--- config.mk ---
export PLATFORM = sky130hd
export DESIGN_NAME = pau_issue_sched_flat
export DESIGN_NICKNAME = d
export VERILOG_FILES = /design/src/rtl/pau_issue_sched_if.sv /design/src/rtl/pau_issue_sched.sv /design/src/flat_wrapper.sv
export SDC_FILE = /design/constraint.sdc
export NUM_CORES = 1
export LEC_CHECK = 0
export BUFFER_PORTS_ARGS = -buffer_cell sky130_fd_sc_hd__buf_2
export CAP_MARGIN = 10
export CORE_UTILIZATION = 40
export CTS_CLUSTER_SIZE = 25
export DETAILED_ROUTE_END_ITERATION = 8
export PLACE_DENSITY = 0.66
export SLEW_MARGIN = 5
export SYNTH_ARGS = -nofsm -noshare
export SYNTH_HDL_FRONTEND = slang
export SYNTH_SLANG_ARGS = --single-unit
--- constraint.sdc ---
create_clock -name clk_i -period 1.8 [get_ports clk_i]
set_input_delay 0.36 -clock clk_i [delete_from_list [all_inputs] [get_ports clk_i]]
set_output_delay 0.36 -clock clk_i [all_outputs]
set_load 0.1 [all_outputs]
--- src/rtl/pau_issue_sched_if.sv ---
// Issue-stage <-> PAU scheduler handshake: op request, ready/fire, and writeback completion.
interface pau_issue_sched_if #(
  parameter int TRANS_ID_BITS = 3
);
  logic                     flush;
  logic                     op_valid;
  logic [1:0]               op_lat;
  logic                     op_quire;
  logic [TRANS_ID_BITS-1:0] op_trans_id;
  logic                     op_ready;
  logic                     issue;
  logic                     done_valid;
  logic [TRANS_ID_BITS-1:0] done_trans_id;
  logic                     busy;

  modport master (
    output flush, op_valid, op_lat, op_quire, op_trans_id,
    input  op_ready, issue, done_valid, done_trans_id, busy
  );

  modport slave (
    input  flush, op_valid, op_lat, op_quire, op_trans_id,
    output op_ready, issue, done_valid, done_trans_id, busy
  );
endinterface

--- src/rtl/pau_issue_sched.sv ---
// Pipelined PAU issue scheduler: writeback reservation table, done = issue + 1 + latency class.
// Backpressure: op_ready drops on writeback slot conflict, pending quire write, or flush.
module pau_issue_sched #(
  parameter int MAX_LAT       = 2,
  parameter int TRANS_ID_BITS = 3
) (
  input  logic             clk_i,
  input  logic             rst_ni,
  pau_issue_sched_if.slave bus
);

  typedef struct packed {
    logic                     valid;
    logic                     quire;
    logic [TRANS_ID_BITS-1:0] trans_id;
  } slot_t;

  localparam logic [1:0] MAX_LAT_L = 2'(MAX_LAT);

  slot_t      wb_q [MAX_LAT+1];
  slot_t      wb_d [MAX_LAT+1];
  logic [1:0] lat_eff;
  logic       slot_free;
  logic       quire_busy;
  logic       ready;
  logic       fire;
  logic       busy;

  always_comb begin
    lat_eff    = (bus.op_lat > MAX_LAT_L) ? MAX_LAT_L : bus.op_lat;
    slot_free  = 1'b1;
    quire_busy = 1'b0;
    for (int k = 0; k < MAX_LAT; k++) begin
      if (lat_eff == 2'(k) && wb_q[k+1].valid) slot_free = 1'b0;
    end
    // Slot 0 is excluded: its quire result reaches the datapath through the bypass.
    for (int k = 1; k <= MAX_LAT; k++) begin
      quire_busy = quire_busy | (wb_q[k].valid & wb_q[k].quire);
    end
    ready = !bus.flush & slot_free & (!bus.op_quire | !quire_busy);
    fire  = bus.op_valid & ready;
  end

  always_comb begin
    for (int k = 0; k < MAX_LAT; k++) wb_d[k] = wb_q[k+1];
    wb_d[MAX_LAT] = '0;
    if (fire) begin
      for (int k = 0; k <= MAX_LAT; k++) begin
        if (lat_eff == 2'(k)) wb_d[k] = '{1'b1, bus.op_quire, bus.op_trans_id};
      end
    end
    if (bus.flush) begin
      for (int k = 0; k <= MAX_LAT; k++) wb_d[k] = '0;
    end
  end

  always_ff @(posedge clk_i or negedge rst_ni) begin
    if (!rst_ni) begin
      for (int k = 0; k <= MAX_LAT; k++) wb_q[k] <= '0;
    end else begin
      for (int k = 0; k <= MAX_LAT; k++) wb_q[k] <= wb_d[k];
    end
  end

  always_comb begin
    busy = 1'b0;
    for (int k = 0; k <= MAX_LAT; k++) busy = busy | wb_q[k].valid;
  end

  assign bus.op_ready      = ready;
  assign bus.issue         = fire;
  assign bus.done_valid    = wb_q[0].valid;
  assign bus.done_trans_id = wb_q[0].trans_id;
  assign bus.busy          = busy;

endmodule

--- src/flat_wrapper.sv ---
// flat-port wrapper written by rule: the top's interface ports become plain ports
module pau_issue_sched_flat 
#(
  parameter int MAX_LAT       = 2,
  parameter int TRANS_ID_BITS = 3
)
  (clk_i, rst_ni, bus_flush, bus_op_valid, bus_op_lat, bus_op_quire, bus_op_trans_id, bus_op_ready, bus_issue, bus_done_valid, bus_done_trans_id, bus_busy);
  pau_issue_sched_if #(.TRANS_ID_BITS(TRANS_ID_BITS)) bus_i ();
  input  logic clk_i;
  input  logic rst_ni;
  input wire logic [$bits(bus_i.flush)-1:0] bus_flush;
  input wire logic [$bits(bus_i.op_valid)-1:0] bus_op_valid;
  input wire logic [$bits(bus_i.op_lat)-1:0] bus_op_lat;
  input wire logic [$bits(bus_i.op_quire)-1:0] bus_op_quire;
  input wire logic [$bits(bus_i.op_trans_id)-1:0] bus_op_trans_id;
  output wire logic [$bits(bus_i.op_ready)-1:0] bus_op_ready;
  output wire logic [$bits(bus_i.issue)-1:0] bus_issue;
  output wire logic [$bits(bus_i.done_valid)-1:0] bus_done_valid;
  output wire logic [$bits(bus_i.done_trans_id)-1:0] bus_done_trans_id;
  output wire logic [$bits(bus_i.busy)-1:0] bus_busy;
  assign bus_i.flush = bus_flush;
  assign bus_i.op_valid = bus_op_valid;
  assign bus_i.op_lat = bus_op_lat;
  assign bus_i.op_quire = bus_op_quire;
  assign bus_i.op_trans_id = bus_op_trans_id;
  assign bus_op_ready = bus_i.op_ready;
  assign bus_issue = bus_i.issue;
  assign bus_done_valid = bus_i.done_valid;
  assign bus_done_trans_id = bus_i.done_trans_id;
  assign bus_busy = bus_i.busy;
  pau_issue_sched #(.MAX_LAT(MAX_LAT), .TRANS_ID_BITS(TRANS_ID_BITS)) u_core (.clk_i(clk_i), .rst_ni(rst_ni), .bus(bus_i));
endmodule
# == Yosys cells after proc, flatten, opt, wreduce, memory -nomap -nowiden ==
# Index checks and enable logic that the tools add are counted.
# op_classes
n_lt_le_gt_ge,1
eq_ne,2
mux,8
bitwise_logic,9
reduce_logical,6
# op_table
cell,count
two-way mux 15 bit,2
two-way mux 5 bit,3
AND 1 bit,5
OR 1 bit,4
zero test 1 bit,3
equality test 2 x 1 -> 1 bit (second input constant),1
equality test 2 bit (second input constant),1
> comparator 2 bit (second input constant),1
logical AND 1 bit,2
zero test 2 bit,1
two-way mux 1 bit,2
two-way mux 2 bit,1
# totals
regBits,14
output_inout_bits,7
word_cells,34

# == Logic depth before layout (Yosys ltp) ==
# Gate-level depths: netlist of the first run.
# depth
word_depth,11
mapped_depth,4
mapped_depth_nobuf,4

# == Least setup slack after synthesis of the first run ==
# OpenSTA, ideal clock, no wires.
# synth_timing
path_type,input -> output
startpoint,in bus_op_lat[1]
endpoint,out bus_issue
arrival_ps,2879
setup_slack_ps,-1439
stages,4
n_path_buf,0
path_cell_list,nand2b_1 > a21oi_1 > a211oi_2 > and2_1
# synth_between
elab_chain_cells,9
word_cells_on_any_way,11
classes_between,order compare: 1; eq/ne: 1; mux: 3; bitwise: 3; reduce/logical: 3
# synth_rtl
element,line_no,source
from (decl),flat_wrapper.sv:13,input wire logic [$bits(bus_i.op_lat)-1:0] bus_op_lat;
> comparator 2 bit,pau_issue_sched.sv:30,lat_eff = (bus.op_lat > MAX_LAT_L) ? MAX_LAT_L : bus.op_lat;
two-way mux 2 bit *,pau_issue_sched.sv:30,
zero test 2 bit,pau_issue_sched.sv:34,if (lat_eff == 2'(k) && wb_q[k+1].valid) slot_free = 1'b0;
logical AND 1 bit,pau_issue_sched.sv:34,
two-way mux 1 bit,pau_issue_sched.sv:34,
two-way mux 1 bit *,pau_issue_sched.sv:34,
AND 1 bit * (2 in series),pau_issue_sched.sv:40,ready = !bus.flush & slot_free & (!bus.op_quire | !quire_busy);
net bus_op_ready,flat_wrapper.sv:16,output wire logic [$bits(bus_i.op_ready)-1:0] bus_op_ready;
AND 1 bit *,pau_issue_sched.sv:41,fire = bus.op_valid & ready;
to (decl),flat_wrapper.sv:17,output wire logic [$bits(bus_i.issue)-1:0] bus_issue;
# Mark *: on every way through the listed nets, which the timed path passes. The rest lies on a longest branch.

# == Final worst setup path of the first run ==
# layout_timing
startpoint,"reg, netlist name u_core.wb_q[3]"
endpoint,out bus_issue
# layout_between
elab_chain_cells,6
# layout_rtl
element,line_no,source
AND 1 bit,pau_issue_sched.sv:38,quire_busy = quire_busy | (wb_q[k].valid & wb_q[k].quire);
OR 1 bit,pau_issue_sched.sv:38,
zero test 1 bit,pau_issue_sched.sv:40,
OR 1 bit,pau_issue_sched.sv:40,
AND 1 bit,pau_issue_sched.sv:40,
AND 1 bit,pau_issue_sched.sv:41,
# Every way passes these cells.

==> results.py, run 1 <==
metrics = {
    "run_status": {
        "status": "completed",
    },
    "critical_path": {
        "criticalPathCategory": "reg -> out",
        "worst_ep_arrival_time_ns": 1.41,
        "setup.worst_path.end_class": "output port",
        "cp-start-kind": "register",
        "path_max_fanout": 3,
        "cp_data_required_time_ns": 1.44,
    },
    "grt": {
        "antenna_found_initial": 0,
        "grt_max_degree": 15,
        "grt_remaining_overflow": 0,
        "grt_use_total": 0.1673,
        "grt_first_pass_wirelength_um": 2235,
        "grt_pass1_vias": 512,
    },
    "cells_and_area": {
        "layout-drive-gt1-share": 0.4483,
        "antenna_cells": 0,
        "synthToLayoutAreaGrowth_pct": 36.64,
        "fin_nets": 98,
        "fillers": 145,
        "finish.instance_area_um2": 914.6,
    },
    "synthesis": {
        "yosysMostFrequentCell": "dfrtp_1",
        "synth_common_cells": "dfrtp_1 (14), o21ai_0 (9), and3_1 (5), nand2b_1 (5), nor2b_1 (4)",
        "ys_seq_area_frac": 0.5234,
        "synth_top_family_by_area": "simple AND/OR/NAND/NOR gates",
        "ys.flop_type": "dfrtp_1",
        "yosys.area.top_type": "dfrtp_1",
        "synthXorXnorAreaFrac": 0,
        "syn_area_um2": 669.4,
        "yosys_warnings": 0,
        "async_reset_ff_frac": 1.000,
        "syn_area_per_cell_um2": 10.46,
        "synthMuxAreaShare": 0.04486,
        "ys_seq_elements": 14,
        "synth.net_count": 74,
        "yosys.area.top_type_share": 0.5234,
        "ys_types": 21,
        "synth_simple_gate_area_frac": 0.2523,
        "synth_compound_area_frac": 0.1234,
        "synthCells": 64,
        "synth.area.top_cells": "dfrtp_1 (52%), o21ai_0 (6.7%), and3_1 (4.7%)",
        "synth_edf_count": 0,
        "yosys.area_share.adder": 0,
    },
    "route": {
        "met2WireLength_um": 612,
        "first_pass_iters": 4,
        "drcViolationCount": 0,
        "wl_met1_um": 615,
        "vias_per_cell": 5.078,
        "wl_met3_um": 38,
        "drtIter0Drc": 12,
        "wl_per_cell_um": 12.35,
        "wl_um": 1272,
        "vias": 523,
        "ant_nets": 0,
        "maxUsedRoutingLayer": "met4",
    },
    "place": {
        "place_area_um2": 835.8,
        "place_ws_ns": 0.09009,
        "io_buffers": 16,
        "place.gp.congestion": 0.7774,
        "dp_hpwl_um": 951.5,
    },
    "floorplan": {
        "initial_core_util": 0.4343,
        "fp.dieH_um": 42.91,
        "ioPinCount": 17,
        "die_area_um2": 1841,
        "core-area_um2": 1541,
        "die_x_um": 42.91,
        "rows": 14,
    },
    "clocking": {
        "clock-root-buffer": "clkbuf_4",
        "cts-htree-levels": 1,
        "clkLatencyLatePin_ns": 0.28,
        "path_clk_slew_ns": 0.09,
        "cts_tree": "built",
        "cts_buffers": 3,
        "clkSinkCount": 14,
        "cts_buffer_depth": 2,
    },
    "pwr": {
        "power.density_nw_per_um2": 783.7,
        "irDropWorstVdd_uv": 488.0,
        "p_leak_nw": 0.4472,
    },
    "sta": {
        "clock_skew_ns": 0.009678,
        "hold_viol_final": 0,
        "setup_viol": 0,
        "post-route-period-util": 0.9815,
        "setup_ws_ns": 0.03336,
        "fmax_ghz": 0.5660,
        "rsz0062_at_grt": "true",
        "slew_violations": 0,
        "worstMarginPinSlew_ns": 0.4827,
        "period_needed_ns": 1.767,
        "slew_headroom": 0.6804,
    },
    "min_path": {
        "min_path_type": "in -> reg",
    },
    "flow_run": {
        "max_cap_violations": 0,
    },
}
-- power by group --
| part | total [W] | switching (W) | internal [W] |
|---|---|---|---|
| logic | 0.000161 | 0.000106 | 0.0000549 |
| clock network | 0.000226 | 0.000103 | 0.000123 |
| registers | 0.000330 | 0.00000566 | 0.000324 |
-- registers in the layout (all words and copies together) (netlist names) --
| name | cells |
|---|---|
| u_core.bus.done_trans_id | 3 |
| u_core.bus.done_valid | 1 |
| u_core.wb_q | 10 |
-- through the flow --
step / std cells / TNS [ns] / hold WS, ns / utilization / power [W]
2_1_floorplan: 64 / -0.6526 / 0.06441 / - / 0.0004376
3_3_place_gp: 95 / 0 / 0.2637 / 0.5422 / 0.0004864
3_5_place_dp: 95 / 0 / 0.2692 / 0.5422 / 0.0004888
4_1_cts: 100 / 0 / 0.3577 / 0.5763 / 0.0007177
5_1_grt: 103 / -0.02817 / 0.3784 / 0.5933 / 0.0007443
6_report: 103 / 0 / 0.3604 / 0.5933 / 0.0007168
-- path summary, 6_finish.rpt --
check | from | end | slack (ns) | cells after the start
setup / recovery | u_core.wb_q[3]$_DFF_PN0_ | bus_issue | 0.03 | 5
hold / removal | bus_op_trans_id[0] | u_core.wb_q[0]$_DFF_PN0_ | 0.36 | 2
setup reg to reg | u_core.wb_q[9]$_DFF_PN0_ | u_core.wb_q[6]$_DFF_PN0_ | 0.55 | 5
hold reg to reg | u_core.wb_q[5]$_DFF_PN0_ | u_core.bus.done_trans_id[0]$_DFF_PN0_ | 0.50 | 2
max in group asynchronous | rst_ni | u_core.wb_q[9]$_DFF_PN0_ | 1.06 | 2
min in group asynchronous | rst_ni | u_core.wb_q[5]$_DFF_PN0_ | 0.49 | 2
-- metal layers --
layer / track usage / up-vias
met5: 0 / -
met4: 0.07500 / 0
met3: 0.02553 / 2
met2: 0.2576 / 11
met1: 0.2314 / 248
li1: - / 262
-- critical path: stages (launching register included) --
cell and delay [ns]:
dfrtp_1 0.41, nand2_2 0.09, a21oi_4 0.07, a211oi_4 0.20
and2_4 0.19, buf_12 0.16
-- final cells by class --
type                            count  area (um^2)  share of cell area
Multi-Input combinational cell     43        324.1              0.3543
Tap cell                           16        20.02             0.02189
Clock buffer                        4        36.28             0.03967
Timing Repair Buffer               23        171.4              0.1874
Inverter                            3        11.26             0.01231
Sequential cell                    14        351.6              0.3844
-- cell usage in the layout, fill, tap and decap left out, drive strengths merged --
master and instances:
nand2b 5, dlygate4sd3 1, a21oi 2, nor2 3, or4b 1, or2 1, nor3 1, a211oi 1
o21ai 9, o22ai 1, and3 5, nor2b 4, mux2i 3, nand2 2, and2 3, clkbuf 4
buf 22, dfrtp 14, or3 1, o2111ai 1, inv 3
-- cells by family after synthesis --
family / count (synthesis)
buffers and inverters: 7
DFF: 14
muxes: 3
AOI/OAI and AO/OA: 14
and+or+nand+nor: 26
-- what timing repair did --
item / 4_1_cts / 5_1_grt
resized for setup: 3 / 2
hold buffers: 1 / 0
gates cloned: 0 / 0
hold endpoints to repair: 14 / 0
pin swaps: 2 / 0
buffers inserted: 0 / 3
endpoints found under the setup margin: 3 / 2
Power figures use the tool's default switching activity.
==> run 2: changes to the inputs <==
- REMOVE_ABC_BUFFERS: not set -> 1
==> run 2 against run 1 <==
  * Critical path depth shrank 3
  * Maximum frequency rose by 2.3%
  * Sequential cell count did not move
  * Clock skew shrank 0.0077 ns
  * Power down 2.3%
  * Combinational power is 9% lower
  * Global-route usage is 1.3 points lower
  * Clock power hardly changed
  * Setup slack gained 0.039 ns
  * Core utilization is 3.8 points lower
  * Largest cell class unchanged
  * Cell count down 1.9%
  * Sequential power about the same
==> results.py, run 2 (synthesis results as in run 1) <==
metrics = {
    "place": {
        "place_ws_ns": 0.08469,
        "place.gp.congestion": 0.7302,
        "place_area_um2": 795.8,
        "dp_hpwl_um": 891.5,
        "dpl.cell_count": 95,
        "io_buffers": 16,
    },
    "sta": {
        "setup_viol": 0,
        "rsz0062_at_grt": "true",
        "slew_violations": 0,
        "clock_skew_ns": 0.001961,
        "setup_ws_ns": 0.07232,
        "fmax_ghz": 0.5788,
        "period_needed_ns": 1.728,
        "slew_headroom": 0.6801,
        "post-route-period-util": 0.9598,
        "worstMarginPinSlew_ns": 0.4832,
        "hold-worst-slack_ns": 0.3555,
        "hold_viol_final": 0,
    },
    "floorplan": {
        "initial_core_util": 0.4343,
        "rows": 14,
        "ioPinCount": 17,
        "fp.dieH_um": 42.91,
        "die_area_um2": 1841,
        "die_x_um": 42.91,
        "core-area_um2": 1541,
    },
    "critical_path": {
        "criticalPathCategory": "reg -> out",
        "worst_ep_arrival_time_ns": 1.37,
        "worst-r2r-setup-slack_ns": 0.42,
        "critical_path.max_stage_delay_ns": 0.45,
        "r2r_end": "u_core.wb_q[8]$_DFF_PN0_",
        "cp-start-kind": "register",
        "setup.worst_path.end_class": "output port",
        "cp_data_required_time_ns": 1.44,
        "crit_path_top_delay_cell": "dfrtp_1",
        "ff2ff_path_depth": 4,
        "worstReg2RegStart": "u_core.wb_q[9]$_DFF_PN0_",
        "path_max_fanout": 4,
        "crit_chain": "or3_1, buf_2",
    },
    "run_status": {
        "status": "completed",
    },
    "clocking": {
        "path_clk_slew_ns": 0.09,
        "clkSinkCount": 14,
        "clkLatencyLatePin_ns": 0.27,
        "cts_buffers": 3,
        "cts_buffer_depth": 2,
        "cts_tree": "built",
        "cts-htree-levels": 1,
        "clock-root-buffer": "clkbuf_4",
    },
    "route": {
        "drcViolationCount": 0,
        "drtIter0Drc": 9,
        "wl_um": 1229,
        "vias": 503,
        "vias_per_cell": 4.980,
        "ant_nets": 0,
        "wl_per_cell_um": 12.17,
        "first_pass_iters": 4,
    },
    "min_path": {
        "hp-start": "bus_op_trans_id[0]",
        "min_path_type": "in -> reg",
        "whs_path_depth": 2,
        "holdPathEnd": "u_core.wb_q[0]$_DFF_PN0_",
    },
    "pwr": {
        "irDropWorstVdd_uv": 439.5,
        "power.density_nw_per_um2": 818.1,
        "p_leak_nw": 0.4271,
    },
    "cells_and_area": {
        "synthToLayoutAreaGrowth_pct": 27.85,
        "fin_nets": 96,
        "layout-drive-gt1-share": 0.3647,
        "largest_reg_flops": 10,
        "fin_cells": 101,
        "antenna_cells": 0,
        "regMostFlops": "u_core.wb_q",
        "mostFrequentLayoutCells": "buf_2 (14), dfrtp_1 (14), o21ai_0 (8), nand2b_1 (5), and3_1 (5)",
        "finish.instance_area_um2": 855.8,
    },
    "grt": {
        "grt_max_degree": 15,
        "grt_use_total": 0.1538,
        "grt_pass1_vias": 474,
        "antenna_found_initial": 0,
        "grt_first_pass_wirelength_um": 2104,
        "grt_remaining_overflow": 0,
    },
    "flow_run": {
        "max_cap_violations": 0,
    },
}
-- run 2: power breakdown --
| group | switching [W] | internal (W) |
|---|---|---|
| Sequential | 0.00000481 | 0.000324 |
| Clock | 0.000102 | 0.000123 |
| Combinational | 0.000101 | 0.0000459 |
| Total | 0.000207 | 0.000493 |
-- run 2: critical path: cells and delay by family (launching register included) --
| kind | cells | cell delay (ns) |
|---|---|---|
| simple gates | 1 | 0.35 |
| buf+inv | 1 | 0.29 |
| flops | 1 | 0.45 |
-- run 2: how the worst max path moves through the flow --
stage / depth (start not counted) / start / to
global route: 5 / u_core.wb_q[3]$_DFF_PN0_ / bus_issue
floorplan: 4 / bus_op_lat[1] / bus_issue
finish: 2 / u_core.wb_q[9]$_DFF_PN0_ / bus_busy
global placement: 6 / bus_op_quire / bus_issue
detailed placement: 5 / bus_op_lat[1] / u_core.bus.done_trans_id[2]$_DFF_PN0_
CTS: 5 / u_core.wb_q[4]$_DFF_PN0_ / bus_op_ready
-- run 2: area by class of cell --
type | count | area (um^2)
Inverter | 3 | 11.26
Sequential cell | 14 | 350.3
Tap cell | 16 | 20.02
Timing Repair Buffer | 21 | 150.1
Clock buffer | 4 | 36.28
Multi-Input combinational cell | 43 | 287.8
Fill cell | 144 | 685.7
-- run 2: per-layer routing --
metal,part of all wire,global-route usage,routed length [um]
met3,0.033,0.03830,40
met1,0.45,0.2176,552
met5,0,0,0
met4,0.0041,0.05625,5
met2,0.51,0.2273,630
-- run 2: stage by stage --
step	setup TNS [ns]	power, W	util
6_report	0	0.0007001	0.5552
5_1_grt	-0.01674	0.0007319	0.5552
4_1_cts	0	0.0007019	0.5479
3_5_place_dp	0	0.0004763	0.5162
3_3_place_gp	0	0.0004749	0.5162
2_1_floorplan	-4.902	0.0004230	-
-- run 2: timing repair --
action / in CTS / in global routing
pin swaps: 1 / 2
gates cloned: 0 / 0
hold buffers: 1 / 0
endpoints found under the hold margin: 14 / 0
setup buffers: 0 / 1
resized for setup: 1 / 3
setup endpoints to repair: 1 / 2
==> run 3: changes to the inputs <==
--- a/config.mk
+++ b/config.mk
@@ -17,2 +17,3 @@
 export SYNTH_HDL_FRONTEND = slang
 export SYNTH_SLANG_ARGS = --single-unit
+export TNS_END_PERCENT = 1
==> constraint.sdc (replaced) <==
create_clock -name clk_i -period 1.8 [get_ports clk_i]
set_input_delay 0.27 -clock clk_i [delete_from_list [all_inputs] [get_ports clk_i]]
set_output_delay 0.27 -clock clk_i [all_outputs]
set_load 0.1 [all_outputs]
==> run 3 against run 2 <==
  * Highest routed layer unchanged
  * Sequential cell count unchanged
  * Via count down 1.8%
  * Critical path type unchanged
  * Cell area down 1.3%
  * Combinational power down 3%
  * Critical endpoint is now bus_op_ready
  * Cell count down 0.99%
==> results.py, run 3 (synthesis results as in run 1) <==
metrics = {
    "grt": {
        "grt_pass1_vias": 473,
        "grt_first_pass_wirelength_um": 2104,
        "grt_remaining_overflow": 0,
        "antenna_found_initial": 0,
        "grt_max_degree": 15,
        "grt_use_total": 0.1538,
    },
    "min_path": {
        "min_path_type": "in -> reg",
        "holdPathEnd": "u_core.wb_q[0]$_DFF_PN0_",
        "whs_path_depth": 2,
        "hp-start": "bus_op_trans_id[0]",
    },
    "critical_path": {
        "setup.worst_path.end_class": "output port",
        "path_max_fanout": 6,
        "worst-r2r-setup-slack_ns": 0.42,
        "criticalPathCategory": "reg -> out",
        "worstReg2RegStart": "u_core.wb_q[9]$_DFF_PN0_",
        "worst_ep_arrival_time_ns": 1.43,
        "cp_data_required_time_ns": 1.53,
        "r2r_end": "u_core.wb_q[8]$_DFF_PN0_",
        "cp-start-kind": "register",
        "ff2ff_path_depth": 4,
    },
    "floorplan": {
        "die_area_um2": 1841,
        "ioPinCount": 17,
        "rows": 14,
        "core-area_um2": 1541,
        "die_x_um": 42.91,
        "initial_core_util": 0.4343,
        "fp.dieH_um": 42.91,
    },
    "clocking": {
        "cts_tree": "built",
        "cts_buffers": 3,
        "clock-root-buffer": "clkbuf_4",
        "clkSinkCount": 14,
        "path_clk_slew_ns": 0.09,
        "clkLatencyLatePin_ns": 0.27,
        "cts_buffer_depth": 2,
        "cts-htree-levels": 1,
        "post_cts_buffers": 0,
    },
    "sta": {
        "worstMarginPinSlew_ns": 0.4832,
        "slew_headroom": 0.6801,
        "fmax_ghz": 0.5874,
        "setup_ws_ns": 0.09768,
        "post-route-period-util": 0.9457,
        "hold_viol_final": 0,
        "setup_viol": 0,
        "clock_skew_ns": 0.002320,
        "rsz0062_at_grt": "false",
        "slew_violations": 0,
        "hold-worst-slack_ns": 0.2636,
        "period_needed_ns": 1.702,
    },
    "cells_and_area": {
        "layout-drive-gt1-share": 0.3333,
        "fin_nets": 95,
        "largest_reg_flops": 10,
        "regMostFlops": "u_core.wb_q",
        "fin_cells": 100,
        "synthToLayoutAreaGrowth_pct": 26.17,
        "fillers": 146,
        "fin_util": 0.5479,
        "mostFrequentLayoutCells": "buf_2 (14), dfrtp_1 (14), o21ai_0 (9), nand2b_1 (5), and3_1 (5)",
        "antenna_cells": 0,
    },
    "route": {
        "wl_per_cell_um": 11.74,
        "drtIter0Drc": 8,
        "first_pass_iters": 2,
        "vias_per_cell": 4.940,
        "ant_nets": 0,
        "wl_um": 1174,
        "vias": 494,
        "drcViolationCount": 0,
    },
    "run_status": {
        "status": "completed",
    },
    "place": {
        "io_buffers": 16,
        "dpl.cell_count": 95,
        "place_ws_ns": 0.1747,
        "dp_hpwl_um": 891.5,
        "place.gp.congestion": 0.7302,
    },
    "pwr": {
        "p_total_w": 0.0006968,
        "irDropWorstVdd_uv": 438.7,
        "power.density_nw_per_um2": 825.0,
        "p_leak_nw": 0.4223,
    },
    "flow_run": {
        "max_cap_violations": 0,
    },
}
[run 3: changes by cell type in the layout (fill, tap and decap cells not counted), sizes merged]
cell  change
buf       -1
[run 3: power breakdown]
part	internal, W	total (W)	leakage, nW	switching [W]
Clock	0.000123	0.000225	0.0210	0.000102
Sequential	0.000324	0.000329	0.192	0.00000476
Combinational	0.0000438	0.000143	0.209	0.0000996
[run 3: critical path, stage by stage, from the launching register on]
cell	delay (ns)
dfrtp_1	0.37
nand2_1	0.07
o21ai_0	0.10
a211oi_2	0.26
buf_4	0.19
buf_12	0.17
[run 3: what timing repair did]
action,in CTS,in global routing
hold buffers,1,0
setup endpoints to repair,0,1
resized for setup,0,1
endpoints found under the hold margin,14,0
[run 3: how the worst max path moves through the flow]
stage                        startpoint                               endpoint  slack [ns]  depth (start not counted)
6_report       u_core.wb_q[8]$_DFF_PN0_                           bus_op_ready         0.1                          5
5_1_grt        u_core.wb_q[8]$_DFF_PN0_                           bus_op_ready       0.002                          5
4_1_cts        u_core.wb_q[8]$_DFF_PN0_                              bus_issue        0.07                          5
3_5_place_dp              bus_op_lat[1]  u_core.bus.done_trans_id[2]$_DFF_PN0_        0.17                          5
3_3_place_gp              bus_op_lat[1]  u_core.bus.done_trans_id[0]$_DFF_PN0_        0.21                          5
2_1_floorplan  u_core.wb_q[3]$_DFF_PN0_                              bus_issue       -1.32                          4
[run 3: layout make-up]
| class | count | area [um^2] | area share |
|---|---|---|---|
| Timing Repair Buffer | 20 | 142.6 | 0.1689 |
| Inverter | 3 | 11.26 | 0.01333 |
| Multi-Input combinational cell | 43 | 284.0 | 0.3363 |
| Clock buffer | 4 | 36.28 | 0.04296 |
| Sequential cell | 14 | 350.3 | 0.4148 |
| Tap cell | 16 | 20.02 | 0.02370 |
[run 3: per-layer routing]
metal | wire length [um] | vias up | track usage
li1 | - | 256 | -
met2 | 568 | 8 | 0.2273
met5 | 0 | - | 0
met3 | 38 | 2 | 0.03830
met4 | 5 | 0 | 0.05625
met1 | 561 | 228 | 0.2176
[run 3: metrics by stage]
| stage | cell area [um^2] | setup TNS, ns |
|---|---|---|
| after floorplan | 643.1 | -4.397 |
| after global placement | 795.8 | 0 |
| after detailed placement | 795.8 | 0 |
| after CTS | 842.1 | 0 |
| after global routing | 844.6 | 0 |
| final | 844.6 | 0 |
